==> config.mk <==
export PLATFORM = sky130hd
export DESIGN_NAME = stp_fsm_param
export DESIGN_NICKNAME = d
export VERILOG_FILES = /design/src/rtl/stp_pkg.sv /design/src/rtl/stp_wr_pipe.sv /design/src/rtl/stp_fsm_param.sv
export SDC_FILE = /design/constraint.sdc
export NUM_CORES = 1
export LEC_CHECK = 0
export ABC_AREA = 1
export CORE_ASPECT_RATIO = 1.2
export CORE_UTILIZATION = 50
export CTS_CLUSTER_DIAMETER = 60
export CTS_CLUSTER_SIZE = 16
export DETAILED_ROUTE_END_ITERATION = 6
export HOLD_SLACK_MARGIN = 0.12
export PLACE_DENSITY = 0.86
export REMOVE_ABC_BUFFERS = 1
export SLEW_MARGIN = 15
export SYNTH_ARGS = -nofsm -noshare
export SYNTH_HDL_FRONTEND = slang
export SYNTH_SLANG_ARGS = --single-unit
==> constraint.sdc <==
create_clock -name clk -period 5.7 [get_ports clk]
set_input_delay 0.57 -clock clk [delete_from_list [all_inputs] [get_ports clk]]
set_output_delay 0.57 -clock clk [all_outputs]
set_load 0.02 [all_outputs]
==> src/rtl/stp_pkg.sv <==
// stp_pkg: shared types and helpers for the store-polynomial block.
//   state_e  : controller states
//   stat_e   : status codes pushed to the status FIFO
//   clog2 and the derived-width helpers used in parameter lists
package stp_pkg;

  typedef enum logic [2:0] {
    S_IDLE,
    S_CHECK,
    S_STREAM,
    S_DRAIN,
    S_REPORT,
    S_DONE
  } state_e;

  typedef enum logic [1:0] {
    ST_OK      = 2'd0,
    ST_BAD_DEG = 2'd1,
    ST_BAD_IDX = 2'd2
  } stat_e;

  localparam logic [31:0] STATUS_RST = 32'hFFFF_FFFF;

  // Ceiling log2, never below 1 so every derived bus is at least one bit wide.
  function automatic int clog2(input int v);
    int r;
    r = 0;
    while ((1 << r) < v) r++;
    return (r < 1) ? 1 : r;
  endfunction

  function automatic int bw_f(input int buffer_size);
    return clog2(buffer_size);
  endfunction

  function automatic int aw_f(input int num_poly);
    return clog2(num_poly);
  endfunction

  // N must hold MAX_DEG+1 values (0..MAX_DEG) plus room for an out-of-range request.
  function automatic int nw_f(input int max_deg);
    return clog2(max_deg + 2);
  endfunction

  function automatic int sw_f(input int num_poly, input int max_deg);
    return clog2(num_poly * (max_deg + 1));
  endfunction

endpackage

==> src/rtl/stp_wr_pipe.sv <==
// stp_wr_pipe: two-stage read-to-write pipeline.
//   Stage 1 follows the data RAM read strobe (index + last flag).
//   Stage 2 captures the RAM word (valid one cycle after the read) and
//   presents the S RAM write.
// Ports:
//   clk, rst        clock, async active-low reset
//   flush_i         synchronous clear (instruction abort)
//   vld_i/idx_i/last_i  registered read strobe, S index, final-coefficient flag
//   next_c_i        data RAM output
//   wr_en_o/wr_addr_o/c_o  S RAM write port
//   s1_last_o       final coefficient is in stage 1 (write issues next edge)
module stp_wr_pipe #(
  parameter int WORD_SIZE = 16,
  parameter int SW        = 7
) (
  input  logic                 clk,
  input  logic                 rst,
  input  logic                 flush_i,
  input  logic                 vld_i,
  input  logic [SW-1:0]        idx_i,
  input  logic                 last_i,
  input  logic [WORD_SIZE-1:0] next_c_i,
  output logic                 wr_en_o,
  output logic [SW-1:0]        wr_addr_o,
  output logic [WORD_SIZE-1:0] c_o,
  output logic                 s1_last_o
);

  logic [1:0]           vld_pipe;
  logic [SW-1:0]        idx_q;
  logic                 last_q;
  logic [SW-1:0]        wr_addr_q;
  logic [WORD_SIZE-1:0] c_q;

  always_ff @(posedge clk or negedge rst) begin
    if (!rst) begin
      vld_pipe  <= '0;
      idx_q     <= '0;
      last_q    <= 1'b0;
      wr_addr_q <= '0;
      c_q       <= '0;
    end else if (flush_i) begin
      vld_pipe  <= '0;
      idx_q     <= '0;
      last_q    <= 1'b0;
      wr_addr_q <= '0;
      c_q       <= '0;
    end else begin
      vld_pipe <= {vld_pipe[0], vld_i};
      idx_q    <= idx_i;
      last_q   <= vld_i & last_i;
      // Address/data only move on a real write so the port holds its last value.
      if (vld_pipe[0]) begin
        wr_addr_q <= idx_q;
        c_q       <= next_c_i;
      end
    end
  end

  assign wr_en_o   = vld_pipe[1];
  assign wr_addr_o = wr_addr_q;
  assign c_o       = c_q;
  assign s1_last_o = vld_pipe[0] & last_q;

endmodule

==> src/rtl/stp_fsm_param.sv <==
// stp_fsm_param: store one polynomial (N+1 coefficients) from the data RAM
// into slot A of the S RAM, commit its degree to the N RAM, then report
// result/status through two FIFOs.
// Ports:
//   clk, rst            clock, async active-low reset
//   rst_instr           sync active-low instruction abort
//   start_stp, A, N, rd_addr_data   command (sampled in IDLE)
//   data_empty, next_c  data RAM status / read data
//   fifo_full_r/_s      FIFO back-pressure
//   en_rd_data, rd_addr_data_updated   data RAM read port / returned pointer
//   en_wr_S, wr_addr_S, c              S RAM write port
//   en_wr_N, wr_addr_N, N_out          N RAM write port
//   result, status, fifo_wr_en_r/_s    FIFO pushes
//   done_stp            one-cycle completion pulse
// All outputs come straight from registers.
module stp_fsm_param
  import stp_pkg::*;
#(
  parameter int WORD_SIZE   = 16,
  parameter int BUFFER_SIZE = 1024,
  parameter int NUM_POLY    = 8,
  parameter int MAX_DEG     = 10,
  localparam int BW = bw_f(BUFFER_SIZE),
  localparam int AW = aw_f(NUM_POLY),
  localparam int NW = nw_f(MAX_DEG),
  localparam int SW = sw_f(NUM_POLY, MAX_DEG)
) (
  input  logic                 clk,
  input  logic                 rst,
  input  logic                 rst_instr,
  input  logic                 start_stp,
  input  logic [AW:0]          A,
  input  logic [NW:0]          N,
  input  logic [BW-1:0]        rd_addr_data,
  input  logic                 data_empty,
  input  logic [WORD_SIZE-1:0] next_c,
  input  logic                 fifo_full_r,
  input  logic                 fifo_full_s,
  output logic                 en_rd_data,
  output logic [BW-1:0]        rd_addr_data_updated,
  output logic                 en_wr_S,
  output logic [SW-1:0]        wr_addr_S,
  output logic [WORD_SIZE-1:0] c,
  output logic                 en_wr_N,
  output logic [AW-1:0]        wr_addr_N,
  output logic [NW-1:0]        N_out,
  output logic [31:0]          result,
  output logic [31:0]          status,
  output logic                 fifo_wr_en_r,
  output logic                 fifo_wr_en_s,
  output logic                 done_stp
);

  localparam logic [AW:0]   NP_L   = (AW+1)'(NUM_POLY);
  localparam logic [NW:0]   MD_L   = (NW+1)'(MAX_DEG);
  localparam logic [NW:0]   ONE_N  = (NW+1)'(1);
  localparam logic [SW-1:0] STRIDE = SW'(MAX_DEG + 1);

  state_e          state_q, state_d;
  stat_e           code_q, code_d;
  logic [AW:0]     a_q, a_d;
  logic [NW:0]     n_q, n_d;
  logic [BW-1:0]   ptr_q, ptr_d;
  logic [NW:0]     cnt_q, cnt_d;       // reads issued so far
  logic            en_rd_q, en_rd_d;
  logic [SW-1:0]   idx_q, idx_d;
  logic            last_q, last_d;
  logic            en_wr_n_q, en_wr_n_d;
  logic [AW-1:0]   wr_addr_n_q, wr_addr_n_d;
  logic [NW-1:0]   n_out_q, n_out_d;
  logic [31:0]     result_q, result_d;
  logic [31:0]     status_q, status_d;
  logic            fifo_q, fifo_d;
  logic            done_q, done_d;

  logic [SW-1:0]   base;
  logic            s1_last;

  // Slot base in SW bits; A is range-checked before this is ever used.
  assign base = SW'(a_q[AW-1:0]) * STRIDE;

  stp_wr_pipe #(.WORD_SIZE(WORD_SIZE), .SW(SW)) u_wr_pipe (
    .clk       (clk),
    .rst       (rst),
    .flush_i   (!rst_instr),
    .vld_i     (en_rd_q),
    .idx_i     (idx_q),
    .last_i    (last_q),
    .next_c_i  (next_c),
    .wr_en_o   (en_wr_S),
    .wr_addr_o (wr_addr_S),
    .c_o       (c),
    .s1_last_o (s1_last)
  );

  always_comb begin
    state_d     = state_q;
    code_d      = code_q;
    a_d         = a_q;
    n_d         = n_q;
    // The pointer advances after every issued read.
    ptr_d       = ptr_q + BW'(en_rd_q);
    cnt_d       = cnt_q;
    en_rd_d     = 1'b0;
    idx_d       = idx_q;
    last_d      = 1'b0;
    // Degree commit lines up with the final S write leaving stage 2.
    en_wr_n_d   = s1_last;
    wr_addr_n_d = s1_last ? a_q[AW-1:0] : wr_addr_n_q;
    n_out_d     = s1_last ? n_q[NW-1:0] : n_out_q;
    result_d    = result_q;
    status_d    = status_q;
    fifo_d      = 1'b0;
    done_d      = 1'b0;

    case (state_q)
      S_IDLE: begin
        if (start_stp) begin
          a_d     = A;
          n_d     = N;
          ptr_d   = rd_addr_data;
          cnt_d   = '0;
          state_d = S_CHECK;
        end
      end
      S_CHECK: begin
        if (a_q >= NP_L) begin
          code_d  = ST_BAD_IDX;
          state_d = S_REPORT;
        end else if (n_q > MD_L) begin
          code_d  = ST_BAD_DEG;
          state_d = S_REPORT;
        end else begin
          code_d  = ST_OK;
          state_d = S_STREAM;
        end
      end
      S_STREAM: begin
        if (!data_empty) begin
          en_rd_d = 1'b1;
          idx_d   = base + SW'(cnt_q);
          last_d  = (cnt_q == n_q);
          cnt_d   = cnt_q + ONE_N;
          if (cnt_q == n_q) state_d = S_DRAIN;
        end
      end
      S_DRAIN: begin
        if (s1_last) state_d = S_REPORT;
      end
      S_REPORT: begin
        if (!(fifo_full_r || fifo_full_s)) begin
          fifo_d   = 1'b1;
          result_d = (code_q == ST_OK) ? (32'(n_q) + 32'd1) : 32'd0;
          status_d = 32'(code_q);
          state_d  = S_DONE;
        end
      end
      S_DONE: begin
        done_d  = 1'b1;
        state_d = S_IDLE;
      end
      default: state_d = S_IDLE;
    endcase

    // Instruction abort wins over everything, including in-flight commits.
    if (!rst_instr) begin
      state_d     = S_IDLE;
      code_d      = ST_OK;
      a_d         = '0;
      n_d         = '0;
      ptr_d       = '0;
      cnt_d       = '0;
      en_rd_d     = 1'b0;
      idx_d       = '0;
      last_d      = 1'b0;
      en_wr_n_d   = 1'b0;
      wr_addr_n_d = '0;
      n_out_d     = '0;
      result_d    = '0;
      status_d    = STATUS_RST;
      fifo_d      = 1'b0;
      done_d      = 1'b0;
    end
  end

  always_ff @(posedge clk or negedge rst) begin
    if (!rst) begin
      state_q     <= S_IDLE;
      code_q      <= ST_OK;
      a_q         <= '0;
      n_q         <= '0;
      ptr_q       <= '0;
      cnt_q       <= '0;
      en_rd_q     <= 1'b0;
      idx_q       <= '0;
      last_q      <= 1'b0;
      en_wr_n_q   <= 1'b0;
      wr_addr_n_q <= '0;
      n_out_q     <= '0;
      result_q    <= '0;
      status_q    <= STATUS_RST;
      fifo_q      <= 1'b0;
      done_q      <= 1'b0;
    end else begin
      state_q     <= state_d;
      code_q      <= code_d;
      a_q         <= a_d;
      n_q         <= n_d;
      ptr_q       <= ptr_d;
      cnt_q       <= cnt_d;
      en_rd_q     <= en_rd_d;
      idx_q       <= idx_d;
      last_q      <= last_d;
      en_wr_n_q   <= en_wr_n_d;
      wr_addr_n_q <= wr_addr_n_d;
      n_out_q     <= n_out_d;
      result_q    <= result_d;
      status_q    <= status_d;
      fifo_q      <= fifo_d;
      done_q      <= done_d;
    end
  end

  assign en_rd_data           = en_rd_q;
  assign rd_addr_data_updated = ptr_q;
  assign en_wr_N              = en_wr_n_q;
  assign wr_addr_N            = wr_addr_n_q;
  assign N_out                = n_out_q;
  assign result               = result_q;
  assign status               = status_q;
  assign fifo_wr_en_r         = fifo_q;
  assign fifo_wr_en_s         = fifo_q;
  assign done_stp             = done_q;

endmodule

# Yosys cells after proc, flatten, opt, wreduce, memory -nomap -nowiden
# Index checks and enable logic that the tools add are counted.
[op_classes]
reduce_logical = 8
magnitude_cmp = 2
n_mux = 59
n_addsub = 4
bitwise = 2
eq_ne = 21
mul = 1
[op_table]
columns = ["op", "n"]
rows = [
  ["32-bit 2-to-1 mux", 6],
  ["7-bit 2-to-1 mux", 6],
  ["16-bit 2-to-1 mux", 2],
  ["10-bit 2-to-1 mux", 3],
  ["3-bit 2-to-1 mux", 10],
  ["5-bit 2-to-1 mux", 6],
  ["4-bit 2-to-1 mux", 5],
  ["3-bit != test, second input constant", 5],
  ["3-bit one-hot mux with 5 select lines", 1],
  ["1-bit 2-to-1 mux", 14],
  ["2-bit by 1-bit != test with 1-bit output, second input constant", 7],
  ["10-bit by 1-bit adder with 10-bit output", 1],
  ["5-bit one-hot mux with 2 select lines", 1],
  ["2-bit 2-to-1 mux", 4],
  ["7-bit by 5-bit adder with 7-bit output", 1],
  ["3-bit by 4-bit multiplier with 7-bit output, second input constant", 1],
  ["5-bit by 1-bit adder with 6-bit output, second input constant", 1],
  ["3-bit by 2-bit equality test with 1-bit output, second input constant", 2],
  ["3-bit equality test, second input constant", 2],
  ["6-bit 2-to-1 mux", 1],
  ["2-bit AND reduction", 3],
  ["5-bit by 1-bit adder with 5-bit output, second input constant", 1],
  ["5-bit equality test", 1],
  ["5-bit by 4-bit greater-than comparator with 1-bit output, second input constant", 1],
  ["other kinds (10)", 12],
]
[totals]
output_inout_bits = 110
inputBits = 42
ff_bits = 145
word_cells = 118

# Longest topological paths before layout
# Gate-level depths: netlist of the first run.
[logic_depth]
word_depth = 5
mapped_depth = 12
depth_no_buf = 12

# Hierarchy
# Synthesis of the first run repeated with hierarchy kept, for this count alone.
[hier_totals]
hier_cells = 541
hier_area_um2 = 4744.6
[modules_own_cells]
columns = ["module", "seq_area_each_um2", "n_inst", "area_each_um2", "cells_per_inst"]
rows = [
  ["stp_fsm_param", 1430.1, 1, 3472.1, 407],
  ["stp_wr_pipe", 825.8, 1, 1272.5, 134],
]

# Worst setup path before layout of the first run
# Ideal clock, no wire load.
[synth_timing]
path_kind = "register to register"
startpoint = "reg a_q[1]"
endpoint = "reg idx_q[5]"
t_arrival_ns = 2.130
setup_ns = 0.120
t_required_ns = 5.580
period_less_slack_ns = 2.250
slack_ns = 3.450
stages_incl_launch_ff = 10
n_path_buf = 0
cell_sequence = "dfrtp_1 > ha_1 > fa_1 > fa_1 > nand2_1 > nand2_1 > a21oi_1 > inv_1 > o21ai_1 > nand2_1"
[synth_via]
elab_chain_len = 5
[synth_lines]
columns = ["item", "line_no", "text"]
rows = [
  ["start, declared", "stp_fsm_param.sv:61", "logic [AW:0] a_q, a_d;"],
  ["start signal, assigned", "stp_fsm_param.sv:190", "a_q <= '0;"],
  ["start signal, assigned", "stp_fsm_param.sv:207", "a_q <= a_d;"],
  ["3-bit by 4-bit multiplier with 7-bit output", "stp_fsm_param.sv:80", "assign base = SW'(a_q[AW-1:0]) * STRIDE;"],
  ["7-bit by 5-bit adder with 7-bit output", "stp_fsm_param.sv:141", "idx_d = base + SW'(cnt_q);"],
  ["7-bit 2-to-1 mux", "stp_fsm_param.sv:139", "if (!data_empty) begin"],
  ["7-bit 2-to-1 mux", "stp_fsm_param.sv:116", "case (state_q)"],
  ["7-bit 2-to-1 mux", "stp_fsm_param.sv:166", "if (!rst_instr) begin"],
  ["end signal, assigned", "stp_fsm_param.sv:212", "idx_q <= idx_d;"],
  ["end, declared", "stp_fsm_param.sv:66", "logic [SW-1:0] idx_q, idx_d;"],
]
# Every way passes these cells. The select of a mux whose other input is x is not followed.
# A chain may end at the register's enable or synchronous reset.

==> flow_summary.json, run 1 <==
{
  "die_h_um": 108,
  "synth-xor-area-share_pct": 2.04,
  "drt-total-wl_um": 10500,
  "multi_input_area_sq_um": 1790,
  "grt_util_all_layers_pct": 21.3,
  "hold_class": "primary input to async pin",
  "setup-tns-final_ns": 0,
  "worst_path_max_delay_cell": "dfstp_2",
  "crit_required_ns": 5.13,
  "critPathKind": "flip-flop to output port",
  "synth-compound-area-share_pct": 10.9,
  "max_freq_ghz": 0.408,
  "syn_area_sq_um": 4710,
  "maxSlewViolCount": 0,
  "peakVddDrop_mv": 0.181,
  "gp_congestion": 0.879,
  "yosysUniqueCellTypes": 39,
  "clkTransAtPathRegs_ns": 0.09,
  "die_area_sq_um": 9820,
  "crit_fanout": 31,
  "drtIter0Drc": 279,
  "postRouteAntennaNets": 0,
  "cts_tree": "yes",
  "stdcell_count": 742,
  "drive_gt1_share_pct": 8.84,
  "cp-start-kind": "flip-flop",
  "layout_common_cells": "clkdlybuf4s50_1, nand2_1, dfrtp_1, inv_1, o21ai_0",
  "crit_chain": "clkdlybuf4s50_1",
  "power_density_nw_per_um2": 300,
  "postCtsSetupBuffers": 0,
  "std_cell_rows": 38,
  "fin_crit_sh_pct": 43.0,
  "h-tree-depth": 3,
  "fill_cells": 686,
  "drt_pass1_iterations": 6,
  "final_common_cell": "clkdlybuf4s50_1",
  "status": "completed",
  "dieWidth_um": 90.6,
  "max_stage_delay_ns": 0.82,
  "cp.arrival_ns": 1.88,
  "yosys_warnings": 0,
  "yosys.area.top_type": "dfrtp_1",
  "cts_buffer_depth": 2,
  "tightest_slew_ns": 0.778,
  "period_needed_ns": 2.45,
  "routedWlPerCell_um": 14.1,
  "synth-seq-cells": 90,
  "leakagePower_nw": 2.81,
  "avgSynthCellArea_sq_um": 9.01,
  "grt_max_degree": 91,
  "synthSimpleGateAreaFrac_pct": 16.7,
  "clk_latency_ns": 0.36,
  "clock_skew_ns": 0.0104,
  "seqCellArea_sq_um": 2260,
  "cts-root-buf": "clkbuf_8",
  "cts_sinks": 90,
  "start_util_pct": 51.9,
  "synth_top_family_by_area": "simple AND/OR/NAND/NOR gates",
  "num_vias": 3705,
  "numCtsBuffers": 9,
  "end_kind": "output port",
  "yosysTopAreaCellShare_pct": 46.2,
  "diodes": 0,
  "yosysSeqAreaShare_pct": 47.9,
  "place.port_buffers": 125,
  "synth_fa_ha_area_share_pct": 5.95,
  "globalRoute.totalOverflow": 0,
  "drv_cap": 0,
  "synthCells": 523,
  "crit_family": "flip-flops",
  "core_sq_um": 9080,
  "synth_mux_area_share_pct": 0.212,
  "drc": 0,
  "ctsHoldBuffers": 0,
  "rsz0062_at_grt": "no",
  "finalHoldViolCount": 0,
  "slew_headroom_pct": 48.2,
  "grt_antenna_before_repair": 0,
  "boundaryPins": 152,
  "post_drt_via_cell_ratio": 4.99,
  "crit_buf_inv": 1,
  "dpl.cell_count": 726,
  "cts_resized": 0,
  "nets": 679,
  "syn_to_final_growth_pct": 26.3,
  "setup_violations": 0,
  "first_global_vias": 3449,
  "yosys-top-cells-area": "dfrtp_1, buf_4, nand2_1",
  "place_hpwl_um": 7610,
  "grt_pass1_wl_um": 16500
}
[routing by layer]
metal  GRT usage [%]  vias to the layer above  part of all wire (%)
met5               0                        -                     0
met4            8.18                        0                   1.5
met3            2.46                       10                   3.9
met2            36.6                      126                    54
met1            27.8                     1806                    41
li1                -                     1763                     -
[cells by family (layout without fill, tap and decap cells)]
group,after synthesis,count (layout)
AOI/OAI and AO/OA,87,87
xor gates and xnor gates,11,11
adders and majority gates,20,20
buffers and inverters,141,215
DFF,90,90
muxes,1,1
other,1,26
and+or+nand+nor,172,172
[sequential cells by signal, summed over array words and instances (netlist names), 2 cells and up]
name                  count
idx_q                     7
u_wr_pipe.wr_addr_o       7
u_wr_pipe.vld_pipe        2
u_wr_pipe.idx_q           7
u_wr_pipe.c_o            16
state_q                   3
N_out                     4
status                    3
result                    6
a_q                       4
rd_addr_data_updated     10
n_q                       5
code_q                    2
cnt_q                     5
wr_addr_N                 3
[layout make-up]
type	instances	share of cell area, %
tap	120	2.52
timing repair buffer	126	21.2
clock inverter	7	1.66
sequential	90	37.9
inverter	73	4.69
multi-input combinational	317	30.0
clock buffer	9	2.08
[final timing paths]
path | start | slack (ns) | end | cells after the start
min in group clk | u_wr_pipe.idx_q[1]$_DFF_PN0_ | 0.46 | u_wr_pipe.wr_addr_o[1]$_DFFE_PN0P_ | 2
max in group asynchronous | rst | 4.91 | u_wr_pipe.wr_addr_o[3]$_DFFE_PN0P_ | 1
worst min register to register | u_wr_pipe.idx_q[1]$_DFF_PN0_ | 0.46 | u_wr_pipe.wr_addr_o[1]$_DFFE_PN0P_ | 2
worst max register to register | a_q[0]$_DFFE_PN0P_ | 3.26 | idx_q[5]$_DFFE_PN0P_ | 11
worst min-delay path | rst | 0.26 | a_q[3]$_DFFE_PN0P_ | 1
worst max-delay path | status[30]$_DFFE_PN1P_ | 3.25 | status[20] | 1
[Yosys cell counts]
| cell type | instances |
|---|---|
| inv_4 | 2 |
| o41ai_1 | 1 |
| clkbuf_1 | 6 |
| a22oi_1 | 1 |
| o21ai_2 | 11 |
| mux2i_1 | 1 |
| o22ai_1 | 1 |
| dfrtp_1 | 87 |
| or2_2 | 1 |
| buf_6 | 1 |
| o21bai_1 | 2 |
| inv_2 | 5 |
| nor3_1 | 2 |
| a22o_1 | 3 |
| a21oi_1 | 10 |
| buf_4 | 59 |
| conb_1 | 1 |
| nor2_2 | 2 |
| ha_1 | 16 |
| nand2_2 | 1 |
| nor2_4 | 5 |
| nand2_1 | 92 |
| nor2_8 | 1 |
| nand3_2 | 2 |
| dfstp_2 | 3 |
| a31oi_1 | 1 |
| o21ai_0 | 52 |
| buf_2 | 2 |
| nand2_4 | 1 |
| o21ai_1 | 1 |
| a211oi_1 | 1 |
| xnor2_1 | 4 |
| nand4_1 | 3 |
| nand3_1 | 37 |
| xor2_1 | 7 |
| inv_1 | 66 |
| a21oi_2 | 3 |
| nor2_1 | 25 |
| fa_1 | 4 |
[metrics by stage]
stage	util [%]	power (mW)	setup slack [ns]	hold slack (ns)	cell area (sq um)
final	65.6	1.79	3.25	0.256	5950
after global routing	65.6	1.88	3.12	0.317	5950
after CTS	65.5	1.79	3.22	0.440	5950
after detailed placement	63.1	1.31	3.25	0.443	5730
after global placement	63.1	1.28	3.36	0.432	5730
after floorplan	-	1.09	2.64	0.274	4320
[where the power goes]
part / switching, mW / internal, mW
logic: 0.341 / 0.198
registers: 0.0679 / 0.693
clock network: 0.237 / 0.250
total: 0.646 / 1.14
Power figures use the tool's default switching activity.
==> run 2, diff against run 1 <==
--- a/config.mk
+++ b/config.mk
@@ -7,12 +7,12 @@
 export LEC_CHECK = 0
 export ABC_AREA = 1
 export CORE_ASPECT_RATIO = 1.2
-export CORE_UTILIZATION = 50
+export CORE_UTILIZATION = 47
 export CTS_CLUSTER_DIAMETER = 60
 export CTS_CLUSTER_SIZE = 16
 export DETAILED_ROUTE_END_ITERATION = 6
 export HOLD_SLACK_MARGIN = 0.12
-export PLACE_DENSITY = 0.86
+export PLACE_DENSITY = 0.81
 export REMOVE_ABC_BUFFERS = 1
 export SLEW_MARGIN = 15
 export SYNTH_ARGS = -nofsm -noshare
==> constraint.sdc (replaced) <==
create_clock -name clk -period 2.3 [get_ports clk]
set_input_delay 0.23 -clock clk [delete_from_list [all_inputs] [get_ports clk]]
set_output_delay 0.23 -clock clk [all_outputs]
set_load 0.02 [all_outputs]
==> run 2 against run 1 <==
  * The run now ends with setup timing left
  * Highest routed layer unchanged
  * Register-to-register slack got worse by 3.4 ns
  * Wire length increased by 19%
  * Via count increased by 5.9%
  * Clock-buffer cell count increased by 1
  * Die area increased by 6.3%
  * Critical endpoint is now idx_q[5]$_DFFE_PN0P_
  * Non-clock buffer count increased by 18
  * Sequential share of layout area decreased by 2.2 points
  * Utilization increased by 0.33 points
  * Critical path depth increased by 10
  * Critical path type is now flip-flop to flip-flop
  * First-iteration DRC count decreased by 5.0%
  * Worst hold slack improved by 0.13 ns
  * Combinational power increased to 2.8 times the previous value
==> flow_summary.json, run 2 (synthesis results as in run 1) <==
{
  "status": "finished, violations left",
  "violations": "setup timing",
  "cp-endpoint": "idx_q[5]$_DFFE_PN0P_",
  "clock_skew_ns": 0.00682,
  "drc": 0,
  "cp-start-kind": "flip-flop",
  "place_hpwl_um": 8160,
  "setup_violations": 3,
  "num_vias": 3924,
  "drt-total-wl_um": 12400,
  "cp.arrival_ns": 2.73,
  "grt_pass1_wl_um": 19200,
  "critPathKind": "flip-flop to flip-flop",
  "critPathLaunch": "a_q[2]$_DFFE_PN0P_",
  "finalHoldViolCount": 0,
  "dieWidth_um": 93.4,
  "clkTransAtPathRegs_ns": 0.07,
  "ff2ff_setup_slack_ns": -0.14,
  "max_stage_delay_ns": 0.47,
  "first_global_vias": 3891,
  "worst_path_max_delay_cell": "fa_2",
  "globalRoute.totalOverflow": 0,
  "crit_required_ns": 2.59,
  "cts_buffer_depth": 2,
  "dpl_cell_area_sq_um": 5820,
  "crit_fanout": 2,
  "cts_sinks": 90,
  "final_area_sq_um": 6330,
  "r2r_cells": 11,
  "finalPower_mw": 5.09,
  "period_needed_ns": 2.44,
  "numCtsBuffers": 9,
  "reg2reg_from": "a_q[2]$_DFFE_PN0P_",
  "max_freq_ghz": 0.409,
  "post_drt_via_cell_ratio": 5.14,
  "fin_crit_sh_pct": 106,
  "nets": 697,
  "layout_common_cells": "clkdlybuf4s50_1, nand2_1, dfrtp_1, inv_1, o21ai_0",
  "peakVddDrop_mv": 0.432,
  "whs_ns": 0.391,
  "end_kind": "flip-flop",
  "fin_util_pct": 65.9,
  "drv_cap": 0,
  "start_util_pct": 49.0,
  "rsz0062_at_grt": "yes",
  "cts-root-buf": "clkbuf_16",
  "boundaryPins": 152,
  "die_h_um": 112,
  "largest_register_ff_count": 16,
  "final_common_cell": "clkdlybuf4s50_1",
  "diodes": 0,
  "grt_antenna_before_repair": 0,
  "std_cell_rows": 39,
  "routedWlPerCell_um": 16.3,
  "fill_cells": 715,
  "setup-tns-final_ns": -0.372,
  "crit_chain": "buf_12 > ha_4 > fa_2 > fa_2 > nand2_2 > nand2_2 > a21oi_2 > inv_2 > a21oi_2 > o21ai_1 > nand2_1",
  "die_area_sq_um": 10400,
  "hold_class": "primary input to async pin",
  "drt_pass1_iterations": 6,
  "postRouteAntennaNets": 0,
  "syn_to_final_growth_pct": 34.4,
  "grt_util_all_layers_pct": 23.6,
  "place.port_buffers": 125,
  "h-tree-depth": 3,
  "worst_r2r_endpoint": "idx_q[5]$_DFFE_PN0P_",
  "cts_tree": "yes",
  "gp_congestion": 0.955,
  "grt_max_degree": 43,
  "drive_gt1_share_pct": 14.2,
  "power_density_nw_per_um2": 803,
  "leakagePower_nw": 2.95,
  "setup_ws_ns": -0.145,
  "maxSlewViolCount": 0,
  "drtIter0Drc": 265,
  "core_sq_um": 9610,
  "clk_latency_ns": 0.35
}
## run 2: timing repair
item | 4_1_cts | 5_1_grt
setup endpoints to repair | 4 | 2
resized for setup | 20 | 1
hold buffers | 1 | 0
endpoints found under the hold margin | 30 | 0
pin swaps | 9 | 1
gates cloned | 0 | 0
setup buffers | 2 | 5
## run 2: final cells by class
class                   instances  area [sq um]  share of cell area, %
clock inverters                 6           103                   1.62
clock buffers                  10           239                   3.77
repair buffers                144          1420                   22.4
multi-input cells             317          1880                   29.7
inverters                      73           279                   4.41
well taps                     123           154                   2.43
flip-flops and latches         90          2260                   35.7
## run 2: how the worst min path moves through the flow
stage,start,to,slack [ns],cells past startpoint
final,rst,done_stp$_DFF_PN0_,0.39,2
after global routing,rst,n_q[1]$_DFFE_PN0P_,0.44,2
after CTS,rst,state_q[0]$_DFFE_PN0P_,0.41,2
after detailed placement,rst,done_stp$_DFF_PN0_,0.23,1
after global placement,rst,done_stp$_DFF_PN0_,0.22,1
after floorplan,rst,N_out[0]$_DFFE_PN0P_,-0.07,0
## run 2: critical path: cells and delay by family, from the launching register on
kind / cells / cell delay [ns]
flops: 1 / 0.43
buf+inv: 2 / 0.20
simple gates: 3 / 0.21
fa+ha+maj: 3 / 1.10
compound gates: 3 / 0.44
## run 2: per-layer routing
layer,global-route usage (%),vias to the layer above,part of all wire (%)
met5,0,-,0
li1,-,1814,-
met1,27.8,1889,37
met4,12.9,0,4.2
met3,4.10,50,6.3
met2,40.5,171,52
## run 2: metrics by stage
| stage | setup slack (ns) | cells |
|---|---|---|
| 2_1_floorplan | -0.499 | 480 |
| 3_3_place_gp | 0.0276 | 739 |
| 3_5_place_dp | -0.0368 | 739 |
| 4_1_cts | -0.0180 | 758 |
| 5_1_grt | -0.184 | 763 |
| 6_report | -0.145 | 763 |
## run 2: report_power, final
group,total [mW],leakage [nW],switching [mW],internal (mW)
clock,1.68,0.169,0.668,1.01
combinational,1.51,1.55,0.921,0.592
sequential,1.90,1.23,0.177,1.72
